$ cat config.mk
export PLATFORM = sky130hd
export DESIGN_NAME = regfile_mp
export DESIGN_NICKNAME = d
export VERILOG_FILES = /design/src/rtl/regfile_mp.sv
export SDC_FILE = /design/constraint.sdc
export NUM_CORES = 2
export LEC_CHECK = 0
export CAP_MARGIN = 10
export CORE_UTILIZATION = 43
export DETAILED_ROUTE_END_ITERATION = 7
export HOLD_SLACK_MARGIN = 0.12
export PLACE_DENSITY = 0.58
export SYNTH_ARGS = -nofsm -noshare
export SYNTH_HDL_FRONTEND = slang
export SYNTH_SLANG_ARGS = --single-unit
export TNS_END_PERCENT = 1
$ cat constraint.sdc
create_clock -name clk -period 4.4 [get_ports clk]
set_clock_uncertainty 0.15 [all_clocks]
set_input_delay 1.32 -clock clk [delete_from_list [all_inputs] [get_ports clk]]
set_output_delay 1.32 -clock clk [all_outputs]
set_load 0.1 [all_outputs]
$ cat src/rtl/regfile_mp.sv
// regfile_mp: NRD-read, two-write register file with same-cycle write-to-read bypass.
// Optional RAW busy scoreboard is compiled in when REGFILE_SCOREBOARD_EN is defined.
module regfile_mp #(
    parameter int               WIDTH   = 32,
    parameter int               AW      = 5,
    parameter int               NRD     = 4,
    parameter logic [WIDTH-1:0] GP_INIT = 32'h00001800,
    parameter logic [WIDTH-1:0] SP_INIT = 32'h00002ffe
) (
    input  logic                 clk,
    input  logic                 rst_n,
    input  logic [NRD*AW-1:0]    raddr,
    output logic [NRD*WIDTH-1:0] rdata,
    output logic [NRD-1:0]       rbusy,
    input  logic                 we0,
    input  logic [AW-1:0]        waddr0,
    input  logic [WIDTH-1:0]     wdata0,
    input  logic                 we1,
    input  logic [AW-1:0]        waddr1,
    input  logic [WIDTH-1:0]     wdata1,
    input  logic [1:0]           iss_vld,
    input  logic [AW-1:0]        iss_rd0,
    input  logic [AW-1:0]        iss_rd1,
    input  logic                 flush
);

    localparam int NREG = 2 ** AW;

    logic [WIDTH-1:0] regs [NREG];
    logic [AW-1:0]    ra;

    // Port 1 is assigned last so a same-address collision keeps the younger slot's data.
    always_ff @(posedge clk or negedge rst_n) begin
        if (!rst_n) begin
            for (int i = 0; i < NREG; i++) begin
                if (i == 28)
                    regs[i] <= GP_INIT;
                else if (i == 29)
                    regs[i] <= SP_INIT;
                else
                    regs[i] <= '0;
            end
        end else begin
            if (we0 && waddr0 != '0)
                regs[waddr0] <= wdata0;
            if (we1 && waddr1 != '0)
                regs[waddr1] <= wdata1;
        end
    end

`ifdef REGFILE_SCOREBOARD_EN
    logic [NREG-1:0] busy;
    logic [NREG-1:0] busy_nxt;

    // Sets are applied after clears so an issuing instruction beats an older writeback.
    always_comb begin
        busy_nxt = busy;
        if (we0)
            busy_nxt[waddr0] = 1'b0;
        if (we1)
            busy_nxt[waddr1] = 1'b0;
        if (iss_vld[0])
            busy_nxt[iss_rd0] = 1'b1;
        if (iss_vld[1])
            busy_nxt[iss_rd1] = 1'b1;
        if (flush)
            busy_nxt = '0;
        busy_nxt[0] = 1'b0;
    end

    always_ff @(posedge clk or negedge rst_n) begin
        if (!rst_n)
            busy <= '0;
        else
            busy <= busy_nxt;
    end
`else
    logic unused_sb;
    assign unused_sb = ^{iss_vld, iss_rd0, iss_rd1, flush};
`endif

    always_comb begin
        rdata = '0;
        rbusy = '0;
        ra    = '0;
        for (int k = 0; k < NRD; k++) begin
            ra = raddr[k*AW +: AW];
            if (rst_n && ra != '0) begin
                if (we1 && waddr1 == ra)
                    rdata[k*WIDTH +: WIDTH] = wdata1;
                else if (we0 && waddr0 == ra)
                    rdata[k*WIDTH +: WIDTH] = wdata0;
                else
                    rdata[k*WIDTH +: WIDTH] = regs[ra];
`ifdef REGFILE_SCOREBOARD_EN
                // A write in flight is already bypassed, so it no longer blocks the reader.
                rbusy[k] = busy[ra] && !(we0 && waddr0 == ra) && !(we1 && waddr1 == ra);
`endif
            end
        end
    end

endmodule

; Word-level counts from Yosys, hierarchy flattened
; Index checks and enable logic that the tools add are counted.
[word_totals]
register_bits = 1024
latch_bits = 0
mem_bits_rw = 0
mem_bits_ro = 0
input_bits = 111
word_cells = 108
n_memories = 0
[classes]
addsub = 0
mul = 0
div = 0
n_lt_le_gt_ge = 8
n_eq_ne = 8
shifts = 0
muxes = 32
bitwise = 6
n_reduce_logical = 22
[ops]
columns = cell, count
row1 = bitwise mux 1024 bit, 2
row2 = 2-to-1 mux 1024 bit, 2
row3 = 2-to-1 mux 32 bit, 22
row4 = binary-select mux 32 bit (select 5 bit), 4
row5 = demux 32 bit (select 5 bit), 2
row6 = == test 5 bit, 8
row7 = "greater-or-equal comparator 6 bit, second input constant", 6
row8 = inverter 5 -> 6 bit, 6
row9 = nonzero test 5 bit, 6
row10 = logical AND 1 bit, 16
row11 = "less-than comparator 6 x 1 -> 1 bit, second input constant", 2

; Depth between registers and ports, before layout
[depth]
depth_word = 9
ltp_mapped = 11

; Worst setup path after synthesis
; Ideal clock, no wire load.
[synth_path]
path_type = input-to-output
startpoint = in raddr[10]
endpoint = out rdata[64]
t_arrival_ns = 4.936
required_time_ns = 2.930
setup_slack_ns = -2.006
path_stages = 9
path_buffers = 5
path_cell_list = buf_4 > buf_4 > buf_4 > buf_4 > buf_4 > mux2i_1 > o221ai_1 > a221oi_1 > o32ai_1
[synth_via]
elab_chain_cells = 7
word_cells_on_any_way = 13
cone_classes = 2 x eq/ne / 6 x mux / 1 x bitwise / 4 x reduce/logical
[synth_lines]
columns = element, line_no
row1 = from (decl), 12  ; input logic [NRD*AW-1:0] raddr,
row2 = inverter 5 -> 6 bit (not written as such), 94  ; rdata[k*WIDTH +: WIDTH] = regs[ra];
row3 = binary-select mux 32 bit (select 5 bit), 94
row4 = 2-to-1 mux 32 bit (not written as such) (2 in a row), 94
row5 = 2-to-1 mux 32 bit, 91  ; else if (we0 && waddr0 == ra)
row6 = 2-to-1 mux 32 bit, 89  ; if (we1 && waddr1 == ra)
row7 = 2-to-1 mux 32 bit *, 88  ; if (rst_n && ra != '0) begin
row8 = to (decl), 13  ; output logic [NRD*WIDTH-1:0] rdata,
; Mark *: on every way between the ends. The rest lies on a longest branch, timed or not. The select of a mux whose other input is x is not followed.

; Final worst setup path
[layout_path]
startpoint = in raddr[0]
endpoint = out rdata[16]
; Same word-level chain as after synthesis.

==> out/results.ini <==
[setup_path]
cp.arrival_ns = 3.79
cp-end-kind = output port
worst_path_max_delay_cell = mux4_2
crit_path_max_incr_delay_ns = 0.51
crit_buf_inv = 5
critical_path_required_ns = 2.93
cp_top_family = compound AO/OA/AOI/OAI gates
crit_type = input pin to output port
start_kind = input pin
worstPathMaxFanout = 8
crit_chain = buf_16 -> buf_16 -> buf_12 -> mux4_2 -> a22o_4 -> a221oi_4 -> buf_4 -> o21ai_2 -> a221o_2 -> buf_12

[finish]
area_growth_pct = 27.4
final_layout_size_suffix_gt1_share_pct = 34.3
final_common_cell = mux2i_1
largest_reg_flops = 1024
seq_area_mm2 = 0.0256
largest_registers = regs: 1024 flops
nFillCells = 16100
final_cell_mix = mux2i_1 (1454), dfrtp_1 (1010), mux4_2 (839)
final_nets = 8364
regMostFlops = regs
final_util_pct = 55.2
multiInputGateArea_mm2 = 0.0552

[synthesis]
yosysUniqueCellTypes = 70
synth.cell_area_mm2 = 0.0825
synth_area_leaders = dfrtp_1 (31%), mux4_2 (23%), mux2i_1 (18%)
ys_async_sr_fraction_pct = 100
syn_inst = 7771
synth.top_cell.area_share_pct = 30.6
seq_area_frac_synth_pct = 31.1
synth_ff_type = dfrtp_1
ys_ff_latch = 1024
synth_edf_count = 0
yosys.area.top_type = dfrtp_1
yosysWarnings = 0
syn_avg_cell_area_um2 = 10.6

[cts]
clk_path_buf_depth = 3
cts_tree = built
cts-root-buf = clkbuf_16
htree_levels = 4
clk_latency_ns = 0.81
path_clk_slew_ns = 0.06
cts_sinks = 1024
ctsHoldBuffers = 0
cts_made_buffers = 131

[floorplan]
initial_core_util_pct = 43.3
die-area_mm2 = 0.194
ios = 243
num_rows = 160
core_mm2 = 0.190
die_w_um = 440
die_y_um = 440

[placement]
gp_congestion = 1.03
pre_cts_slack_ns = -1.48
hpwlAfterDp_mm = 297
port_buffers = 225

[sta]
drv_slew = 0
layout_min_cycle_time_ns = 5.26
finalSetupViolCount = 128
min_period_over_period_pct = 120
hold_viol = 0
hold-worst-slack_ns = 0.293
rsz0062_at_grt = yes
relSlewSlack_pct = 33.8
fmax_mhz = 190
worstMarginPinSlew_ns = 0.993
fin_ws_ns = -0.858

[power_and_ir_drop]
p_per_area_mw_per_mm2 = 421
power_mw = 44.3
ir_drop_uv = 267
p_leak_nw = 43.4

[status]
status = finished, violations left
failed_checks = DRC, setup timing

[detailed_routing]
vias = 79400
finalWirelength_mm = 452
ant_nets = 0
drt_iter0_markers = 12300
dr_wl_met3_mm = 63.2
wl_met1_mm = 157
route.met2.wl_mm = 187
firstDrtPassIters = 8
highest_layer = met5
wire_per_inst_um = 41.6
vias_per_cell = 7.30
route.detailed.drc = 3

[grt]
grt_start_max_net_pins = 146
grt_use_total_pct = 46.1
grt_pass1_wl_mm = 621
grt_pass1_vias = 75700
grt_antenna_before_repair = 18
grt_overflow = 0

[flow_run]
maxCapViolations = 0

[worst_hold_path]
hold_class = flop to flop

path summary, 6_finish.rpt:
path / start / end / slack, ns / depth (start not counted)
worst min register to register: regs[1021]$_DFF_PN0_ / regs[1021]$_DFF_PN0_ / 0.29 / 0
worst max register to register: regs[160]$_DFF_PN0_ / regs[160]$_DFF_PN0_ / 3.35 / 2
min in group asynchronous: rst_n / regs[158]$_DFF_PN0_ / 0.39 / 2
worst max-delay path: raddr[0] / rdata[16] / -0.86 / 10
worst min-delay path: regs[1021]$_DFF_PN0_ / regs[1021]$_DFF_PN0_ / 0.29 / 0
max in group asynchronous: rst_n / regs[643]$_DFF_PN0_ / 0.99 / 5
worst register-to-register path, cell delays in order (launching register included):
cell and delay [ns]:
dfrtp_1 0.45, mux2i_1 0.18, a21oi_1 0.10
cell families (layout without fill, tap and decap cells):
logic type,Yosys count,in the layout,synth area share [%]
muxes,2349,2349,41.3
AOI/OAI and AO/OA,1867,1867,14.3
and+or+nand+nor,1447,1448,7.13
buffers and inverters,1043,1619,5.71
DFF,1024,1024,31.1
xor gates and xnor gates,40,40,0.425
other,1,19,0.00455
area by class of cell:
class | instances | share of cell area (%)
clock buffers | 184 | 3.68
flip-flops and latches | 1024 | 24.4
multi-input cells | 5708 | 52.5
clock inverters | 47 | 0.644
well taps | 2511 | 2.99
repair buffers | 1381 | 15.7
diodes | 15 | 0.0357
inverters | 7 | 0.0274
cell usage after synthesis (all sizes together) (5+ instances only):
cell,instances
dfstp,14
o221ai,221
mux2,53
a211o,46
o32ai,20
or3,14
nand3,42
nand2b,17
and3,12
o21ai,543
a32oi,27
a22oi,55
nand2,690
buf,387
mux2i,1457
clkbuf,649
dfrtp,1010
a21o,10
xnor2,13
a22o,44
nor2,574
a221o,44
nor4,9
or2,5
nand4,6
a222oi,8
a21oi,592
nor2b,30
a221oi,72
mux4,839
o211ai,5
xor2,27
o22ai,119
and2,9
nor3,26
a211oi,45
inv,6
power breakdown:
group | switching [mW] | internal, mW
Sequential | 3.48 | 11.9
Clock | 4.78 | 6.95
Combinational | 8.71 | 8.46
Total | 17.0 | 27.3
through the flow:
stage	area, µm²	setup TNS (ns)	instances
after floorplan	83700	-53.03	7774
after global placement	97900	-131.17	10600
after detailed placement	97900	-130.50	10600
after CTS	105000	-85.62	10900
after global routing	105000	-90.70	10900
final	105000	-89.92	10900
metal layers:
layer / track usage (%) / up-vias
met4: 38.4 / 12
met3: 18.5 / 2042
met2: 64.4 / 6823
li1: - / 30800
met5: 0.199 / -
met1: 55.3 / 39700
what timing repair did:
action	in CTS	in global routing
setup buffers	46	6
setup endpoints to repair	128	128
cloned	9	0
resized for setup	293	96
pin swaps	70	37
(Power assumes the default switching activity.)
